### src/rtl/traverse_engine.sv
// Execution-side responder to the accelerator phase bus: for each element it reads a
// source word, scales, biases and saturates it, then writes it to the destination.
module traverse_engine #(
  parameter int unsigned ADDR_W = 10,
  parameter int unsigned DATA_W = 16,
  parameter int unsigned LEN_W  = 10,
  parameter int unsigned SHIFT  = 4
) (
  input  logic              clk,
  input  logic              rst_n,
  input  logic [2:0]        state,
  input  logic [ADDR_W-1:0] cfg_src,
  input  logic [ADDR_W-1:0] cfg_dst,
  input  logic [LEN_W-1:0]  cfg_len,
  input  logic [DATA_W-1:0] cfg_gain,
  input  logic [DATA_W-1:0] cfg_bias,
  output logic              mem_rd_en,
  output logic [ADDR_W-1:0] mem_rd_addr,
  input  logic [DATA_W-1:0] mem_rd_data,
  output logic              mem_wr_en,
  output logic [ADDR_W-1:0] mem_wr_addr,
  output logic [DATA_W-1:0] mem_wr_data,
  output logic              finish,
  output logic [LEN_W-1:0]  sat_cnt
);

  localparam int unsigned PROD_W = 2 * DATA_W;
  localparam int unsigned SUM_W  = PROD_W + 1;
  localparam int unsigned CNT_W  = LEN_W + 1;

  localparam logic signed [SUM_W-1:0] SAT_HI = {{(SUM_W-DATA_W+1){1'b0}}, {(DATA_W-1){1'b1}}};
  localparam logic signed [SUM_W-1:0] SAT_LO = {{(SUM_W-DATA_W+1){1'b1}}, {(DATA_W-1){1'b0}}};
  localparam logic [DATA_W-1:0]       OUT_HI = {1'b0, {(DATA_W-1){1'b1}}};
  localparam logic [DATA_W-1:0]       OUT_LO = {1'b1, {(DATA_W-1){1'b0}}};

  typedef enum logic [2:0] {
    PH_IDLE       = 3'b000,
    PH_GET_PARAM  = 3'b001,
    PH_GET_DATA   = 3'b010,
    PH_EX         = 3'b011,
    PH_WRIT_PRE   = 3'b100,
    PH_WRITE_BACK = 3'b101,
    PH_DONE       = 3'b110,
    PH_RSVD       = 3'b111
  } phase_e;

  logic                     loaded_q, loaded_d;
  logic [ADDR_W-1:0]        src_q, src_d;
  logic [ADDR_W-1:0]        dst_q, dst_d;
  logic [LEN_W-1:0]         len_q, len_d;
  logic [DATA_W-1:0]        gain_q, gain_d;
  logic [DATA_W-1:0]        bias_q, bias_d;
  logic [LEN_W-1:0]         idx_q, idx_d;
  logic signed [PROD_W-1:0] prod_q, prod_d;
  logic [ADDR_W-1:0]        rd_addr_q, rd_addr_d;
  logic [ADDR_W-1:0]        wr_addr_q, wr_addr_d;
  logic [DATA_W-1:0]        wr_data_q, wr_data_d;
  logic                     finish_q, finish_d;
  logic [LEN_W-1:0]         sat_cnt_q, sat_cnt_d;

  phase_e                   phase_c;
  logic                     act_c;
  logic                     rd_en_c;
  logic                     wr_en_c;
  logic                     clip_c;
  logic [ADDR_W-1:0]        src_idx_c;
  logic [ADDR_W-1:0]        dst_idx_c;
  logic signed [PROD_W-1:0] mult_c;
  logic signed [SUM_W-1:0]  sum_c;
  logic [CNT_W-1:0]         idx_next_c;

  // Element datapath: addresses wrap at the address width, product is full precision.
  assign src_idx_c  = src_q + ADDR_W'(idx_q);
  assign dst_idx_c  = dst_q + ADDR_W'(idx_q);
  assign mult_c     = PROD_W'($signed(mem_rd_data)) * PROD_W'($signed(gain_q));
  assign sum_c      = SUM_W'(prod_q) + SUM_W'($signed(bias_q));
  assign idx_next_c = CNT_W'(idx_q) + CNT_W'(1);

  assign phase_c = phase_e'(state);
  assign act_c   = rst_n && !finish_q && (phase_c != PH_DONE) && (phase_c != PH_RSVD);

  always_ff @(posedge clk) begin
    if (!rst_n) begin
      loaded_q  <= 1'b0;
      src_q     <= '0;
      dst_q     <= '0;
      len_q     <= '0;
      gain_q    <= '0;
      bias_q    <= '0;
      idx_q     <= '0;
      prod_q    <= '0;
      rd_addr_q <= '0;
      wr_addr_q <= '0;
      wr_data_q <= '0;
      finish_q  <= 1'b0;
      sat_cnt_q <= '0;
    end else begin
      loaded_q  <= loaded_d;
      src_q     <= src_d;
      dst_q     <= dst_d;
      len_q     <= len_d;
      gain_q    <= gain_d;
      bias_q    <= bias_d;
      idx_q     <= idx_d;
      prod_q    <= prod_d;
      rd_addr_q <= rd_addr_d;
      wr_addr_q <= wr_addr_d;
      wr_data_q <= wr_data_d;
      finish_q  <= finish_d;
      sat_cnt_q <= sat_cnt_d;
    end
  end

  // Phase decode: each phase performs only its own action, and only while active.
  always_comb begin
    loaded_d  = loaded_q;
    src_d     = src_q;
    dst_d     = dst_q;
    len_d     = len_q;
    gain_d    = gain_q;
    bias_d    = bias_q;
    idx_d     = idx_q;
    prod_d    = prod_q;
    rd_addr_d = rd_addr_q;
    wr_addr_d = wr_addr_q;
    wr_data_d = wr_data_q;
    finish_d  = finish_q;
    sat_cnt_d = sat_cnt_q;
    rd_en_c   = 1'b0;
    wr_en_c   = 1'b0;
    clip_c    = 1'b0;

    if (act_c) begin
      case (phase_c)
        PH_GET_PARAM: begin
          if (!loaded_q) begin
            loaded_d = 1'b1;
            src_d    = cfg_src;
            dst_d    = cfg_dst;
            len_d    = cfg_len;
            gain_d   = cfg_gain;
            bias_d   = cfg_bias;
            if (cfg_len == '0) begin
              finish_d = 1'b1;
            end
          end
        end
        PH_GET_DATA: begin
          if (loaded_q) begin
            rd_en_c   = 1'b1;
            rd_addr_d = src_idx_c;
          end
        end
        PH_EX: begin
          if (loaded_q) begin
            prod_d = mult_c >>> SHIFT;
          end
        end
        PH_WRIT_PRE: begin
          if (loaded_q) begin
            wr_addr_d = dst_idx_c;
            if (sum_c > SAT_HI) begin
              wr_data_d = OUT_HI;
              clip_c    = 1'b1;
            end else if (sum_c < SAT_LO) begin
              wr_data_d = OUT_LO;
              clip_c    = 1'b1;
            end else begin
              wr_data_d = sum_c[DATA_W-1:0];
            end
            // Clip counter sticks at all-ones rather than wrapping.
            if (clip_c && (sat_cnt_q != '1)) begin
              sat_cnt_d = sat_cnt_q + LEN_W'(1);
            end
          end
        end
        PH_WRITE_BACK: begin
          if (loaded_q) begin
            wr_en_c = 1'b1;
            idx_d   = idx_q + LEN_W'(1);
            if (idx_next_c == CNT_W'(len_q)) begin
              finish_d = 1'b1;
            end
          end
        end
        default: begin
        end
      endcase
    end
  end

  assign mem_rd_en   = rd_en_c;
  assign mem_rd_addr = rd_en_c ? src_idx_c : rd_addr_q;
  assign mem_wr_en   = wr_en_c;
  assign mem_wr_addr = wr_addr_q;
  assign mem_wr_data = wr_data_q;
  assign finish      = finish_q;
  assign sat_cnt     = sat_cnt_q;

endmodule
### config.mk
export PLATFORM = sky130hd
export DESIGN_NAME = traverse_engine
export DESIGN_NICKNAME = d
export VERILOG_FILES = /design/src/rtl/traverse_engine.sv
export SDC_FILE = /design/constraint.sdc
export NUM_CORES = 1
export LEC_CHECK = 0
export ABC_CLOCK_PERIOD_IN_PS = 6170
export BUFFER_PORTS_ARGS = -buffer_cell sky130_fd_sc_hd__buf_4
export CORE_ASPECT_RATIO = 0.7
export CORE_UTILIZATION = 25
export CTS_CLUSTER_SIZE = 25
export DETAILED_ROUTE_END_ITERATION = 10
export PLACE_DENSITY = 0.41
export SLEW_MARGIN = 30
export SYNTH_ARGS = -nofsm -noshare
export SYNTH_HDL_FRONTEND = slang
export SYNTH_SLANG_ARGS = --single-unit
### constraint.sdc
create_clock -name clk -period 6.17 [get_ports clk]
set_input_delay 0 -clock clk [delete_from_list [all_inputs] [get_ports clk]]
set_output_delay 0 -clock clk [all_outputs]
set_load 0.03 [all_outputs]
# Yosys cells after proc, flatten, opt, wreduce, memory -nomap -nowiden
# Cells that the tools add are included.
[op_classes] bitwise_logic=1 n_eq_ne=13 mul=1 order_cmp=2 n_reduce_logical=15 shifts=0 mux=18 div=0 add_sub_neg=6
[ops] op="$mul 16x16->32" count=1
[ops] op="$mux 16" count=2
[ops] op="$add 28x16->29" count=1
[ops] op="$gt 29x16->1 const B" count=1
[ops] op="$lt 29x16->1 const B" count=1
[ops] op="$add 10x1->10 const B" count=2
[ops] op="$add 10x10->10" count=2
[ops] op="$reduce_and 3->1" count=5
[ops] op="$mux 1" count=14
[ops] op="$add 10x1->11 const B" count=1
[ops] op="$eq 11x10->1" count=1
[ops] op="$logic_not 10->1" count=1
[ops] op="$mux 10" count=1
[ops] op="$ne 10x10->1 const B" count=1
[ops] op="$ne 2x2->1 const B" count=4
[ops] op="$eq 3x2->1 const B" count=2
[ops] op="$eq 3x3->1 const B" count=2
[ops] op="$ne 3x3->1 const B" count=2
[ops] op="$reduce_and 6->1" count=1
[ops] op="$logic_and 1x1->1" count=4
[ops] op="$reduce_and 4->1" count=1
[ops] op="$eq 3x1->1 const B" count=1
[ops] op="$pmux 1 s2" count=1
[ops] op="$reduce_and 2->1" count=1
[ops] op="other kinds (3)" count=3
[word_totals] ramBits=0 latch_bits=0 romBits=0 input_bits=83 mem_count=0 regBits=148

# Logic depth before layout (Yosys ltp)
# Gate-level depths: netlist of the first run.
[depth] ltp_word=9 depth_mapped=25 ltp_nobuf=24

# Least setup slack after synthesis of the first run
# No wires, ideal clock.
[synth_path] path_type="register to register" startpoint="register gain_q[1]" endpoint="register prod_q[26]" setup_time_ns=0.124 slack_ns=0.065 path_buffers=1 arrival_ns=5.981 path_stages_with_launch=23 cell_sequence="dfxtp_1 -> clkbuf_1 -> nand2_1 -> fa_1 -> fa_1 -> fa_1 -> fa_1 -> inv_1 -> fa_1 -> inv_1 -> fa_1 -> inv_1 -> ha_1 -> a21o_1 -> a21o_1 -> a21o_1 -> nor3_1 -> o31ai_1 -> a211o_1 -> a31oi_1 -> o21ai_0 -> mux2i_1 -> nand3_1"
[synth_via] elab_chain_cells=1
[synth_lines] element="start, declared" line_no="51" source="logic [DATA_W-1:0] gain_q, gain_d;"
[synth_lines] element="start signal, assigned" line_no="102" source="gain_q <= gain_d;"
[synth_lines] element="$mul 16x16->32" line_no="75" source="assign mult_c = PROD_W'($signed(mem_rd_data)) * PROD_W'($signed(gain_q));"
[synth_lines] element="end signal, assigned" line_no="105" source="prod_q <= prod_d;"
[synth_lines] element="end, declared" line_no="54" source="logic signed [PROD_W-1:0] prod_q, prod_d;"
# No other way between the ends.
# A chain may end at the register's enable or synchronous reset.

# Worst setup path after layout of the first run
[layout_path] startpoint="register gain_q[1]" endpoint="register prod_q[24]"
# Same word-level chain as after synthesis.

==> results of run 1 <==
[how the worst min path moves through the flow]
| stage | from | end | slack [ns] | depth (start not counted) |
|---|---|---|---|---|
| after floorplan | cfg_bias[0] | bias_q[0] | 0.14 | 2 |
| after global placement | cfg_gain[14] | gain_q[14] | 0.25 | 3 |
| after detailed placement | cfg_gain[14] | gain_q[14] | 0.26 | 3 |
| after CTS | state[0] | loaded_q | 0.007 | 5 |
| after global routing | rst_n | mem_wr_data[9] | 0.06 | 2 |
| final | rst_n | sat_cnt[6] | 0.05 | 3 |
[per-layer routing]
metal  vias to the layer above  track usage, %  wire (microns)
met2                       187            24.0           24100
li1                       7362               -               -
met5                         -               0              17
met3                        37            2.23            1540
met4                         2            3.13             628
met1                      7580            21.7           27800
[state kept, by name, indices dropped and copies added, names as in the netlist]
register and count:
prod_q 28, bias_q 16, gain_q 16, mem_wr_data 16, dst_q 10, idx_q 10
len_q 10, mem_wr_addr 10, rd_addr_q 10, sat_cnt 10, src_q 10, finish 1
loaded_q 1
[cells in the final DEF (no fill, tap or decap), types with 14 or more instances in the layout]
cell,instances
inv_1,355
xor2_1,29
nor2_1,99
clkbuf_16,17
dlygate4sd3_1,63
xnor2_1,61
nand2b_1,19
nand3_1,29
mux2i_1,14
buf_4,184
a211oi_1,17
nand2_1,359
dfxtp_1,139
and2_1,140
a21oi_1,158
ha_1,122
nand4_1,15
a21o_1,25
fa_1,262
nor3_1,24
o21ai_0,45
[synth_stat cells, types with 14 or more instances]
cell / instances / share of area [%]
o21ai_0: 48 / 1.3
and2_1: 142 / 4.8
xnor2_1: 61 / 2.9
a21o_1: 25 / 1.0
nor3_1: 26 / 0.71
clkbuf_1: 84 / 1.7
ha_1: 127 / 8.7
dfxtp_1: 148 / 16
inv_1: 358 / 7.3
nand4_1: 15 / 0.51
a211oi_1: 19 / 0.78
nand2_1: 361 / 7.4
nand2b_1: 20 / 0.68
nor2_1: 100 / 2.0
fa_1: 265 / 29
a21oi_1: 163 / 4.4
nand3_1: 30 / 0.82
xor2_1: 29 / 1.4
mux2i_1: 14 / 0.76
[where the power goes]
group / leakage [nW] / switching (mW) / internal, mW
registers: 1.20 / 0.0125 / 0.965
clock network: 0.316 / 0.495 / 0.706
logic: 8.52 / 0.335 / 0.246
total: 10.0 / 0.843 / 1.92
[cell type report]
type / instances / area, sq um / share of cell area (%)
multi-input cells: 1602 / 13800 / 62.6
clock buffers: 19 / 453 / 2.05
well taps: 966 / 1210 / 5.48
flip-flops and latches: 148 / 2980 / 13.5
inverters: 358 / 1350 / 6.10
diodes: 3 / 7.51 / 0.0340
repair buffers: 250 / 2070 / 9.38
clock inverters: 13 / 196 / 0.890
[stage by stage]
stage	TNS, ns	utilization, %
6_report	0	30.6
5_1_grt	-0.0338	30.6
4_1_cts	0	30.3
3_5_place_dp	-0.0894	28.5
3_3_place_gp	-0.104	28.5
2_1_floorplan	0	-
[critical path, stage by stage, from the launching register on]
cell and delay, ns:
dfxtp_4 0.37, buf_4 0.16, nand2_1 0.12, inv_2 0.08
fa_2 0.66, inv_1 0.09, fa_1 0.41, inv_1 0.07
fa_1 0.44, fa_1 0.48, fa_1 0.54, inv_1 0.05
fa_1 0.57, inv_1 0.06, ha_1 0.36, and3_1 0.23
and3_1 0.20, a211o_1 0.35, a41oi_1 0.22, o21bai_1 0.09
xnor2_1 0.12, o21ai_0 0.08
[cell families after synthesis]
family                     Yosys count
and+or+nand+nor                    743
DFF                                148
AOI/OAI and AO/OA                  361
xor gates and xnor gates            90
buffers and inverters              456
muxes                               16
adders and majority gates          392
[what timing repair did]
action,in CTS,in global routing
setup endpoints to repair,4,13
buffers inserted,0,3
endpoints found under the hold margin,64,0
hold buffers,63,0
pin swaps,0,9
gates resized for setup,2,41
==> results.json, run 1 <==
{
  "status": "completed",
  "fin_hold_ws_ns": 0.0465,
  "hp-class": "in -> reg",
  "reg2reg_to": "prod_q[24]",
  "routed_wl_mm": 54.1,
  "crit_start": "gain_q[1]",
  "start_util_pct": 25.5,
  "dieArea_sq_um": 74600,
  "drt_first_pass_iters": 4,
  "vias_per_cell": 4.52,
  "power_mw": 2.76,
  "critPathArrivalTime_ns": 6.22,
  "drc_errors": 0,
  "io_pins": 132,
  "insertion_delay_ns": 0.47,
  "endpoint": "prod_q[24]",
  "grt_pass1_wl_mm": 89.5,
  "clk_pin_slew_ns": 0.07,
  "mappedNetlistArea_sq_um": 18400,
  "min_period_ns": 5.89,
  "grt_max_degree": 80,
  "synth_edf_count": 0,
  "yosysWarnings": 0,
  "synth_xor_area_share_pct": 4.29,
  "coreArea_sq_um": 72100,
  "clkSinkCount": 148,
  "fillers": 7684,
  "muxShareOfSynthArea_pct": 0.886,
  "drv_slew": 0,
  "ys_ff_latch": 148,
  "period_share_pct": 95.5,
  "htree_levels": 4,
  "numCtsBuffers": 17,
  "place.gp.congestion": 0.830,
  "clock_skew_ns": 0.0112,
  "antenna_found_initial": 2,
  "worstPathMaxFanout": 6,
  "fin_area_sq_um": 22100,
  "instances_no_fill": 3359,
  "setup_ws_ns": 0.279,
  "synth_compound_area_share_pct": 12.7,
  "cp.required_ns": 6.50,
  "vias": 15168,
  "grt_pass1_vias": 16153,
  "setup_viol": 0,
  "drive_above_1_share_pct": 12.0,
  "cap_violations": 0,
  "portBuffers": 131,
  "place_area_sq_um": 20600,
  "cp-end-kind": "register",
  "rr_startpoint": "gain_q[1]",
  "syn_inst": 2206,
  "hold_viol": 0,
  "power.density_nw_per_um2": 125,
  "ys_seq_area_share_pct": 16.1,
  "antenna_left": 0,
  "cts_tree": "yes",
  "grt_usage_pct": 15.2,
  "dp_slack_ns": -0.0718,
  "reg2reg_slack_ns": 0.28,
  "r2r_cells": 21,
  "dp_hpwl_mm": 44.0,
  "synthFlopType": "dfxtp_1",
  "synth_cell_types": 76,
  "drtIter0Drc": 715,
  "die_w_microns": 326,
  "fmax_mhz": 170,
  "start_kind": "register",
  "rows": 82,
  "area_growth_pct": 20.2,
  "yosys.area_share.simple_pct": 18.9,
  "tightest_slew_ns": 0.753,
  "async_flop_share_pct": 0,
  "max-vdd-ir-drop_mv": 0.192,
  "grt_overflow": 0,
  "synth_nets": 2681,
  "root_buffer": "clkbuf_16",
  "clock_path_buffers": 2,
  "final_net_count": 2852,
  "syn_area_per_cell_sq_um": 8.32,
  "leakage_nw": 10.0,
  "critical_path_class": "reg -> reg",
  "die_h_microns": 229,
  "dp.cells": 3257,
  "slew-limit-headroom_pct": 49.8,
  "wl_per_cell_microns": 16.1,
  "synth_fa_ha_area_share_pct": 37.5,
  "synth_top_family_by_area": "adder cells"
}
Power figures use the tool's default switching activity.
==> run 2: changes to the inputs <==
ABC_CLOCK_PERIOD_IN_PS = 6000   (was 6170)
PLACE_DENSITY = unset   (was 0.41)
PLACE_DENSITY_LB_ADDON = 0.1   (was unset)
clock period = 6 ns   (was 6.17 ns; I/O delays follow)
==> results.json, run 2 (same netlist as run 1, synthesis figures left out) <==
{
  "crit_start": "gain_q[4]",
  "drc_errors": 0,
  "drt_first_pass_iters": 5,
  "drive_above_1_share_pct": 15.8,
  "vias_per_cell": 4.46,
  "reg2reg_slack_ns": 0.21,
  "leakage_nw": 10.3,
  "layout_commonest_cell": "nand2_1",
  "tns_ns": 0,
  "tightest_slew_ns": 0.882,
  "grt_usage_pct": 15.7,
  "routed_wl_mm": 56.6,
  "cap_violations": 0,
  "worstPathMaxFanout": 9,
  "dieArea_sq_um": 74600,
  "power.density_nw_per_um2": 123,
  "cts_tree": "yes",
  "grt_overflow": 0,
  "clock_path_buffers": 2,
  "critPathArrivalTime_ns": 6.14,
  "clkSinkCount": 148,
  "rsz0062_at_grt": "yes",
  "antenna_found_initial": 1,
  "fin_area_sq_um": 22700,
  "use_met1_pct": 23.1,
  "endpoint": "prod_q[27]",
  "wl_per_cell_microns": 16.6,
  "fin_hold_ws_ns": 0.0219,
  "place.gp.congestion": 0.820,
  "drv_slew": 0,
  "utilization_pct": 31.5,
  "start_util_pct": 25.5,
  "drtIter0Drc": 785,
  "regMostFlops": "prod_q",
  "root_buffer": "clkbuf_16",
  "status": "completed",
  "rr_startpoint": "gain_q[4]",
  "dp.cells": 3314,
  "clock_skew_ns": 0.0305,
  "final_net_count": 2916,
  "instances_no_fill": 3420,
  "insertion_delay_ns": 0.47,
  "vias": 15261,
  "htree_levels": 4,
  "hold_viol": 0,
  "grt_max_degree": 60,
  "period_share_pct": 96.5,
  "place_area_sq_um": 21000,
  "largest_reg_flops": 28,
  "setup_viol": 0,
  "cp.required_ns": 6.35,
  "critical_path_class": "reg -> reg",
  "start_kind": "register",
  "grt_pass1_wl_mm": 92.2,
  "grt_use_met2_pct": 24.5,
  "grt_pass1_vias": 16203,
  "area_growth_pct": 23.9,
  "die_w_microns": 326,
  "fmax_mhz": 173,
  "met3_usage_pct": 2.56,
  "dp_hpwl_mm": 46.3,
  "cp-end-kind": "register",
  "grt.busiest_layer": "met2",
  "die_h_microns": 229,
  "r2r_cells": 24,
  "min_period_ns": 5.79,
  "slew-limit-headroom_pct": 41.0,
  "coreArea_sq_um": 72100,
  "numCtsBuffers": 17,
  "clk_pin_slew_ns": 0.09,
  "io_pins": 132,
  "n_antenna_cell": 0,
  "rows": 82,
  "reg2reg_to": "prod_q[27]",
  "max-vdd-ir-drop_mv": 0.127,
  "most-common-layout-cells": "nand2_1 (355), inv_1 (351), fa_1 (259)",
  "antenna_left": 0,
  "hp-class": "in -> reg",
  "portBuffers": 131
}
-- run 2: cell count changes in the layout (fill, tap and decap cells not counted), moves of 4 or more --
cell	previous run	this run
buf_4	184	240
ha_4	3	11
buf_6	1	8
ha_1	122	115
and2_4	0	6
and2_1	140	135
dfxtp_4	1	6
o21ai_0	45	40
inv_1	355	351
inv_2	2	6
nand2_1	359	355
nand2_2	2	6
-- run 2: worst min path at each step --
stage	start	endpoint	slack (ns)	depth (start not counted)
global placement	cfg_dst[4]	dst_q[4]	0.26	3
floorplan	cfg_bias[0]	bias_q[0]	0.14	2
detailed placement	cfg_dst[4]	dst_q[4]	0.26	3
finish	cfg_gain[3]	gain_q[3]	0.02	3
CTS	state[0]	loaded_q	0.002	5
global route	state[0]	loaded_q	0.05	5
-- run 2: layout make-up --
class / instances / area (sq um)
clock inverters: 13 / 148
inverters: 358 / 1350
repair buffers: 314 / 2600
fillers: 7653 / 49400
clock buffers: 19 / 433
flip-flops and latches: 148 / 2990
multi-input cells: 1602 / 14000
well taps: 966 / 1210
-- run 2: where the power goes --
| group | leakage [nW] | switching (mW) | internal [mW] |
|---|---|---|---|
| logic | 8.86 | 0.370 | 0.296 |
| clock network | 0.283 | 0.514 | 0.620 |
| registers | 1.20 | 0.0119 | 0.991 |
-- run 2: repair_timing --
| item | CTS | global route |
|---|---|---|
| gates resized for setup | 12 | 93 |
| endpoints found under the setup margin | 10 | 14 |
| pin swaps | 3 | 67 |
| cloned | 0 | 1 |
| hold buffers | 62 | 0 |
| buffers inserted | 1 | 10 |
| endpoints found under the hold margin | 63 | 0 |
-- run 2: metal layers --
metal	part of all wire, %	up-vias	wire length (microns)
met3	3.2	32	1810
li1	-	7482	-
met2	44	178	24600
met5	0	-	0
met4	1.0	0	568
met1	52	7569	29600
-- run 2: metrics by stage --
step	power, mW	setup slack [ns]
after floorplan	1.38	0.000958
after global placement	1.63	-0.156
after detailed placement	1.63	-0.197
after CTS	2.83	0.00668
after global routing	2.97	-0.0591
final	2.80	0.207
-- run 2: worst max-delay path, stage by stage, from the launching register on --
cell and delay [ns]:
dfxtp_4 0.37, buf_6 0.14, and2_4 0.14, fa_1 0.52, inv_1 0.05, fa_1 0.47, fa_1 0.49, inv_1 0.05
fa_1 0.45, fa_1 0.49, inv_1 0.05, fa_1 0.47, inv_1 0.06, ha_4 0.26, buf_4 0.11, nand4_1 0.10
a211oi_2 0.35, nand2_2 0.12, o2111ai_4 0.24, nand3_2 0.12, buf_4 0.15, nand4_1 0.11, a31oi_1 0.10, xnor2_1 0.18
a21oi_1 0.08
==> run 3: changes to the inputs <==
HOLD_SLACK_MARGIN = 0.03   (was unset)
PLACE_DENSITY = 0.45   (was unset)
PLACE_DENSITY_LB_ADDON = unset   (was 0.1)
TNS_END_PERCENT = 50   (was unset)
==> results.json, run 3 (same netlist as run 1, synthesis figures left out) <==
{
  "vias": 15397,
  "tightest_slew_ns": 0.751,
  "dp.cells": 3299,
  "die_w_microns": 326,
  "clk_pin_slew_ns": 0.07,
  "dieArea_sq_um": 74600,
  "fin_area_sq_um": 22700,
  "final_net_count": 2907,
  "root_buffer": "clkbuf_16",
  "place_area_sq_um": 20900,
  "endpoint": "prod_q[27]",
  "hp-class": "in -> reg",
  "worstPathMaxFanout": 11,
  "period_share_pct": 97.2,
  "largest_reg_flops": 28,
  "io_pins": 132,
  "drt_first_pass_iters": 6,
  "crit_top_cell": "fa_1",
  "status": "completed",
  "cp-end-kind": "register",
  "start_util_pct": 25.5,
  "start_kind": "register",
  "die_h_microns": 229,
  "coreArea_sq_um": 72100,
  "regMostFlops": "prod_q",
  "crit_cells": 24,
  "slew-limit-headroom_pct": 49.9,
  "setup_viol": 0,
  "instances_no_fill": 3414,
  "grt_usage_pct": 14.6,
  "routed_wl_mm": 53.3,
  "crit_chain": "buf_8, and2_4, fa_1, inv_2, fa_2, fa_1, inv_1, fa_1, fa_1, inv_2, fa_1, inv_2, ha_4, nand4_1, a211oi_2, buf_4, nand2_4, o2111ai_4, nand3_2, buf_6, nand4_1, a31oi_1, xnor2_1, a21oi_1",
  "rows": 82,
  "tns_ns": 0,
  "slowest_delay_ns": 0.56,
  "drv_slew": 0,
  "grt_pass1_vias": 16279,
  "drc_errors": 0,
  "vias_per_cell": 4.51,
  "utilization_pct": 31.4,
  "crit_path_top_delay_cell": "fa_1",
  "insertion_delay_ns": 0.46,
  "power.switching_mw": 0.874,
  "cp.required_ns": 6.32,
  "internal-power_mw": 1.82,
  "leakage_nw": 10.3,
  "fin_hold_ws_ns": 0.0671,
  "drtIter0Drc": 875,
  "htree_levels": 4,
  "clock_path_buffers": 2,
  "reg2reg_slack_ns": 0.17,
  "clkSinkCount": 148,
  "critPathArrivalTime_ns": 6.15,
  "crit_start": "gain_q[6]",
  "most-common-layout-cells": "nand2_1 (354), inv_1 (349), fa_1 (259)",
  "hold_viol": 0,
  "rr_startpoint": "gain_q[6]",
  "critical-path-top-delay-family": "adder cells",
  "antenna_found_initial": 3,
  "portBuffers": 131,
  "worst-path-buf-inv": 7,
  "antenna_left": 0,
  "comb_power_share_pct": 24.3,
  "seqPwrFrac_pct": 37.2,
  "grt_max_degree": 84,
  "max-vdd-ir-drop_mv": 0.203,
  "r2r_cells": 24,
  "p_sw_share_pct": 32.4,
  "power.density_nw_per_um2": 119,
  "drive_above_1_share_pct": 15.5,
  "grt_pass1_wl_mm": 87.3,
  "cts_tree": "yes",
  "clockPowerShare_pct": 38.6,
  "clock_skew_ns": 0.0142,
  "reg2reg_to": "prod_q[27]",
  "layout_commonest_cell": "nand2_1",
  "fmax_mhz": 171,
  "grt_overflow": 0,
  "wl_per_cell_microns": 15.6,
  "cap_violations": 0,
  "dp_hpwl_mm": 43.4,
  "rsz0062_at_grt": "yes",
  "place.gp.congestion": 0.847,
  "fillers": 7671,
  "critical_path_class": "reg -> reg",
  "numCtsBuffers": 17,
  "area_growth_pct": 23.5,
  "min_period_ns": 5.83
}
==> run 3: how the worst min path moves through the flow <==
stage,startpoint,to,slack [ns],cells after the start
2_1_floorplan,cfg_bias[0],bias_q[0],0.14,2
3_3_place_gp,cfg_gain[14],gain_q[14],0.25,3
3_5_place_dp,cfg_gain[14],gain_q[14],0.26,3
4_1_cts,rst_n,mem_wr_data[3],0.04,2
5_1_grt,rst_n,mem_wr_data[7],0.06,2
6_report,rst_n,sat_cnt[8],0.07,3
==> run 3: repair_timing <==
item / in CTS / in global routing
setup endpoints to repair: 9 / 14
hold endpoints to repair: 64 / 0
gates resized for setup: 13 / 92
cloned: 0 / 2
pin swaps: 7 / 61
buffers inserted: 2 / 12
hold buffers: 64 / 0
==> run 3: power groups by stage <==
stage               clock network, mW  registers [mW]  logic [mW]
finish                           1.04            1.00       0.654
global route                     1.12            1.00       0.739
CTS                              1.08            1.00       0.630
detailed placement                  0            1.03       0.591
global placement                    0            1.03       0.588
floorplan                           0            1.02       0.359
==> run 3: area by class of cell <==
| class | instances | area, sq um | share of cell area (%) |
|---|---|---|---|
| multi-input cells | 1602 | 14000 | 61.7 |
| flip-flops and latches | 148 | 3000 | 13.2 |
| repair buffers | 305 | 2580 | 11.4 |
| inverters | 358 | 1350 | 5.94 |
| well taps | 966 | 1210 | 5.33 |
| clock buffers | 17 | 425 | 1.88 |
| clock inverters | 15 | 123 | 0.541 |
| diodes | 3 | 7.51 | 0.0331 |
==> run 3: worst reg2reg max path, stage by stage, from the launching register on <==
cell and delay [ns]:
dfxtp_4 0.37, buf_8 0.15, and2_4 0.15, fa_1 0.55
inv_2 0.05, fa_2 0.53, fa_1 0.40, inv_1 0.07
fa_1 0.45, fa_1 0.56, inv_2 0.04, fa_1 0.51
inv_2 0.05, ha_4 0.27, nand4_1 0.10, a211oi_2 0.28
buf_4 0.18, nand2_4 0.05, o2111ai_4 0.22, nand3_2 0.13
buf_6 0.14, nand4_1 0.07, a31oi_1 0.10, xnor2_1 0.19
a21oi_1 0.08
==> run 3: stage by stage <==
step                      worst slack [ns]  power (mW)
after global placement              -0.125        1.61
after global routing               -0.0761        2.86
final                                0.167        2.70
after CTS                          0.00565        2.71
after floorplan                   0.000958        1.38
after detailed placement            -0.202        1.62
==> run 3: layer usage <==
metal	wire length, microns	vias up	GRT usage, %	share of wire, %
met2	23900	251	23.4	45
met3	1640	35	1.94	3.1
met5	0	-	0	0
met1	27200	7641	21.0	51
met4	598	0	2.52	1.1
li1	-	7470	-	-
